## config.mk

```make
export PLATFORM = sky130hd
export DESIGN_NAME = eae_divide_unit
export DESIGN_NICKNAME = d
export VERILOG_FILES = /design/src/rtl/eae_divide_unit.sv
export SDC_FILE = /design/constraint.sdc
export NUM_CORES = 1
export LEC_CHECK = 0
export ABC_AREA = 1
export CORE_MARGIN = 5
export CORE_UTILIZATION = 40
export DETAILED_ROUTE_END_ITERATION = 6
export GPL_TIMING_DRIVEN = 1
export PLACE_DENSITY = 0.66
export SLEW_MARGIN = 40
export SYNTH_ARGS = -nofsm -noshare
export SYNTH_HDL_FRONTEND = slang
export SYNTH_SLANG_ARGS = --single-unit
```

## constraint.sdc

```tcl
create_clock -name clock -period 3.6 [get_ports clock]
set_clock_uncertainty 0.15 [all_clocks]
set_input_delay 0.54 -clock clock [delete_from_list [all_inputs] [get_ports clock]]
set_output_delay 0.54 -clock clock [all_outputs]
set_load 0.1 [all_outputs]
```

## src/rtl/eae_divide_unit.sv

```systemverilog
// PDP-8 EAE DVI: restoring divide of AC:MQ by a WIDTH-bit divisor, one quotient bit per clock.
// Quotient lands in mq_dvi, remainder in ac_dvi, divide overflow in link_dvi.
module eae_divide_unit #(
    parameter int WIDTH = 12
) (
    input  logic             clock,
    input  logic             reset,
    input  logic             start,
    input  logic [WIDTH-1:0] ac_in,
    input  logic [WIDTH-1:0] mq_in,
    input  logic [WIDTH-1:0] divisor,
    output logic             busy,
    output logic             done,
    output logic [WIDTH-1:0] ac_dvi,
    output logic [WIDTH-1:0] mq_dvi,
    output logic             link_dvi
);

    localparam int CW = $clog2(WIDTH);
    localparam logic [CW-1:0] LAST = CW'(WIDTH - 1);

    typedef enum logic [1:0] {IDLE, DIVIDE, DONE} state_t;

    state_t           state;
    logic [WIDTH-1:0] r;
    logic [WIDTH-1:0] q;
    logic [WIDTH-1:0] d;
    logic [CW-1:0]    count;

    logic [WIDTH:0]   r_sh;
    logic             step_ge;
    logic [WIDTH-1:0] r_nx;
    logic [WIDTH-1:0] q_nx;

    // The partial remainder always stays below D, so only the shifted value needs the extra bit.
    always_comb begin
        r_sh    = {r, q[WIDTH-1]};
        step_ge = (r_sh >= {1'b0, d});
        r_nx    = step_ge ? WIDTH'(r_sh - {1'b0, d}) : r_sh[WIDTH-1:0];
        q_nx    = {q[WIDTH-2:0], step_ge};
    end

    always_ff @(posedge clock) begin
        if (reset) begin
            state    <= IDLE;
            busy     <= 1'b0;
            done     <= 1'b0;
            ac_dvi   <= '0;
            mq_dvi   <= '0;
            link_dvi <= 1'b0;
            r        <= '0;
            q        <= '0;
            d        <= '0;
            count    <= '0;
        end else begin
            done <= 1'b0;
            case (state)
                IDLE: begin
                    if (start) begin
                        // AC >= divisor means the quotient cannot fit; also catches divide by zero.
                        if (ac_in >= divisor) begin
                            ac_dvi   <= ac_in;
                            mq_dvi   <= mq_in;
                            link_dvi <= 1'b1;
                            done     <= 1'b1;
                            state    <= DONE;
                        end else begin
                            r     <= ac_in;
                            q     <= mq_in;
                            d     <= divisor;
                            count <= '0;
                            busy  <= 1'b1;
                            state <= DIVIDE;
                        end
                    end
                end
                DIVIDE: begin
                    r     <= r_nx;
                    q     <= q_nx;
                    count <= count + 1'b1;
                    if (count == LAST) begin
                        ac_dvi   <= r_nx;
                        mq_dvi   <= q_nx;
                        link_dvi <= 1'b0;
                        busy     <= 1'b0;
                        done     <= 1'b1;
                        state    <= DONE;
                    end
                end
                DONE:    state <= IDLE;
                default: state <= IDLE;
            endcase
        end
    end

endmodule

```

# Word-level counts from Yosys, hierarchy flattened
# Index checks and enable logic that the tools add are counted.
[word_totals]
reg_bits = 69
input_bits = 39
output_inout_bits = 27
wordCells = 61
[classes]
n_addsub = 2
order_cmp = 2
n_eq_ne = 6
mux = 33
bitwise = 1
n_reduce_logical = 7
[ops]
columns = ["operator", "n"]
rows = [
  ["2-to-1 mux 12 bit", 11],
  ["one-hot mux 12 bit (2 select lines)", 4],
  ["greater-or-equal comparator 13 x 12 -> 1 bit", 1],
  ["greater-or-equal comparator 12 bit", 1],
  ["subtractor 12 bit", 1],
  ["2-to-1 mux 1 bit", 8],
  ["2-to-1 mux 4 bit", 2],
  ["!= test 2 bit, second input constant", 4],
  ["one-hot mux 4 bit (2 select lines)", 1],
  ["AND reduction 4 bit", 2],
  ["2-to-1 mux 2 bit", 3],
  ["one-hot mux 1 bit (2 select lines)", 3],
  ["AND reduction 3 bit", 2],
  ["adder 4 x 1 -> 4 bit, second input constant", 1],
  ["== test 4 bit, second input constant", 1],
  ["one-hot mux 2 bit (2 select lines)", 1],
  ["== test 2 x 1 -> 1 bit, second input constant", 1],
  ["logical NOT 2 bit", 1],
  ["AND reduction 2 bit", 1],
  ["nonzero test 2 bit", 1],
  ["NOT 1 bit", 1],
]

# Depth between registers and ports, before layout
[logic_depth]
depth_word = 4
ltp_mapped = 16
depth_no_buf = 16

# Least setup slack after synthesis
# OpenSTA, ideal clock, no wires.
[synth_path]
kind = "input to register"
from = "in divisor[11]"
to = "reg ac_dvi[4]"
arrival_ns = 1.871
slack_ns = 1.470
cell_stages = 15
path_buffers = 1
path_cell_list = "inv_1 > ha_1 > nand2_2 > inv_1 > nand2_1 > nand2_1 > a21oi_2 > nand3_2 > nand2_4 > inv_4 > buf_6 > nor2_1 > nor2_1 > nand2_1 > inv_1"
[synth_between]
elab_chain_cells = 3
[synth_rtl]
columns = ["item", "line", "rtl"]
rows = [
  ["start: declaration", "11", "input logic [WIDTH-1:0] divisor,"],
  ["greater-or-equal comparator 12 bit", "61", "if (ac_in >= divisor) begin"],
  ["!= test 2 bit (no source line)", "-", ""],
  ["AND reduction 4 bit (no source line)", "-", ""],
  ["end signal: assignment", "62", "ac_dvi <= ac_in;"],
  ["end signal: assignment", "82", "ac_dvi <= r_nx;"],
  ["end: declaration", "14", "output logic [WIDTH-1:0] ac_dvi,"],
]
# Every way passes these cells.
# A chain may end at the register's enable or synchronous reset.

# Final worst setup path
[layout_path]
from = "in divisor[7]"
to = "reg d[8]"
[layout_between]
elab_chain_cells = 3
[layout_rtl]
columns = ["item", "line", "rtl"]
rows = [
  ["greater-or-equal comparator 12 bit", "61", ""],
  ["NOT 1 bit (no source line)", "-", ""],
  ["AND reduction 3 bit (no source line)", "-", ""],
  ["end signal: assignment", "70", "d <= divisor;"],
  ["end: declaration", "27", "logic [WIDTH-1:0] d;"],
]
# Every way passes these cells.

==> impl_metrics.ini <==
[routing]
dr.pass1.iters = 4
ant_nets = 0
post_drt_wl_per_cell_um = 13.46
drc_errors = 0
drt-initial-drc-count = 211
via_per_inst = 4.855
vias = 4083
drt_wl_total_mm = 11.32

[logic_synthesis]
netlist_area_um2 = 4225
synth-seq-cells = 69
syn_nets = 710
synth.avg_cell_area_um2 = 6.551
synth_edf_count = 0
synthFlopType = dfxtp_1
async_reset_ff_share_pct = 0
yosysWarnings = 0
synth_cell_type_count = 37
ys_seq_area_share_pct = 32.69
syn_inst = 645

[sta]
rsz0062_at_grt = false
setup_ws_ns = 0.9153
fmax_mhz = 372.5
slew_violations = 0
worst_hold_slack_ns = 0.3019
hold_viol_final = 0
tns_ns = 0
setup_viol = 0
min_period_over_period_pct = 74.57
period_needed_ns = 2.685
worstMarginPinSlew_ns = 0.6504
slew-limit-headroom_pct = 56.58

[place]
io_buffers = 65
dp_worst_setup_slack_ns = 0.5509
dp_hpwl_mm = 8.331
gp_congestion = 0.9047
place_area_um2 = 4790

[cts]
post-cts-setup-buffers = 0
htreeDepth = 3
cts_num_sinks = 69
cts.reportedPaths.clkPinSlew_ns = 0.08
cts_root_buf = clkbuf_8
clock_path_buffers = 2
insertion_delay_ns = 0.36
cts_tree = built
cts_inserted_buffers = 9
cts_resized = 0
cts_hold_buffers = 0

[global_route]
use_met2_pct = 28.44
busiest_layer = met2
grt_max_degree = 44
globalRoute.totalOverflow = 0
grt_antenna_before_repair = 0
grt_pass1_vias = 4019
grt_pass1_wl_mm = 19.16
use_met1_pct = 25.65
track_usage_pct = 18.44
grt_util_met3_pct = 3.476

[cells_and_area]
stdcell_area_um2 = 4975
multi_input_area_um2 = 2292
num_antenna_cells = 0
fin_nets = 765
seqCellArea_um2 = 1381
drive_gt1_share_pct = 10.92
area_growth_syn_to_layout_pct = 17.74
postLayoutCoreUtil_pct = 48.19
nFillCells = 1092

[setup_path]
reg2reg_to = ac_dvi[3]
cp-end-kind = flip-flop
cp.required_ns = 3.69
r2r_start = count[0]
crit_path_start = divisor[7]
arrival_ns = 2.78
r2r_cells = 10
reg2reg_slack_ns = 1.26
worstSetupEndpoint = d[8]
worstSetupStartpointType = input pin
critPathMaxFanout = 19
crit_type = input pin to flip-flop

[job]
drv_cap = 0

[floorplanning]
core_area_um2 = 10320
die-area_um2 = 12720
chipHeight_um = 112.8
start_util_pct = 40.93
rows = 37
io_pins = 66
fp.dieW_um = 112.8

[power]
p_leak_uw = 0.002555
vdd_drop_max_v = 0.0002585
powerDensity_nw_per_um2 = 676.5

[run_status]
outcome = finished clean

[hold_path]
hp-class = flip-flop to flip-flop
==> critical path, cell delays in order <==
cell             delay (ns)
clkdlybuf4s50_1        0.48
inv_1                  0.05
ha_1                   0.28
nand2_1                0.07
inv_1                  0.05
nand2_1                0.06
nand2_1                0.07
a21oi_2                0.22
nand4_2                0.42
buf_4                  0.34
o21ai_1                0.14
a21oi_1                0.06
==> worst min path at each step <==
stage	startpoint	end	cells past startpoint
floorplan	q[1]	q[1]	2
global placement	q[10]	q[10]	2
detailed placement	q[10]	q[10]	2
CTS	q[10]	q[10]	2
global route	q[1]	q[1]	2
finish	q[4]	q[4]	2
==> layout by cell type, fill, tap and decap left out, types with 3 or more instances in the layout <==
cell type        count
a21oi_1             37
buf_2               27
buf_4                5
clkbuf_8            11
clkdlybuf4s50_1     38
dfxtp_1             69
ha_1                25
inv_1              100
inv_2                3
nand2_1            145
nand2_2              7
nand3_1             49
nand3_2              5
nand3b_1             4
nand4_1             10
nor2_1              91
o21ai_0             35
o21ai_1             15
xor2_1               4
==> metrics by stage <==
stage	instances	power (uW)
after detailed placement	825	2774
after CTS	841	3389
final	841	3365
after global placement	825	2816
after global routing	841	3641
after floorplan	645	2447
==> power by group <==
group / internal [uW] / switching [uW] / leakage (uW) / total (uW)
logic: 489 / 1300 / 0.00189 / 1790
registers: 901 / 70.7 / 0.000570 / 972
clock network: 288 / 318 / 0.0000917 / 606
total: 1680 / 1690 / 0.00255 / 3370
==> cells by family (layout without fill, tap and decap cells) <==
| group | Yosys count | after routing | synth area share [%] |
|---|---|---|---|
| fa+ha+maj | 26 | 26 | 7.877 |
| buf+inv | 130 | 190 | 13.06 |
| simple gates | 322 | 322 | 33.70 |
| flops | 69 | 69 | 32.69 |
| xor+xnor | 5 | 5 | 1.036 |
| compound gates | 93 | 93 | 11.64 |
==> routing by layer <==
layer	part of all wire, %	wire [um]
met5	0	0
met4	1.4	153
met3	6.8	768
met2	43	4908
met1	48	5485
==> sequential cells by signal, indices dropped and copies added (netlist names) <==
signal	flops
state	2
count	4
done	1
ac_dvi	12
d	12
link_dvi	1
mq_dvi	12
r	12
q	12
busy	1
==> Yosys cell counts, types with 2 or more instances <==
master	count	area share [%]
a21oi_1	37	4.4
o21ai_1	15	1.8
dfxtp_1	69	33
nand2_1	145	13
buf_2	10	1.2
inv_1	102	9.1
ha_1	25	7.4
o21ai_0	35	4.1
nor2_1	91	8.1
nor2_4	2	0.53
xor2_1	4	0.83
nand3b_1	4	0.71
nand3_1	49	5.8
nand3_2	5	1.2
buf_4	3	0.53
nand2_2	7	1.0
nor2_2	2	0.30
buf_6	5	1.3
nand4_1	10	1.5
nor3_2	2	0.47
clkbuf_1	7	0.62
==> layout make-up <==
type	instances	share of cell area, %
clock buffer	11	3.043
clock inverter	5	0.6791
inverter	104	7.897
multi-input combinational	446	46.08
sequential	69	27.77
tap	136	3.421
timing repair buffer	70	11.12
Note: power is estimated with default switching activity, not from simulation.
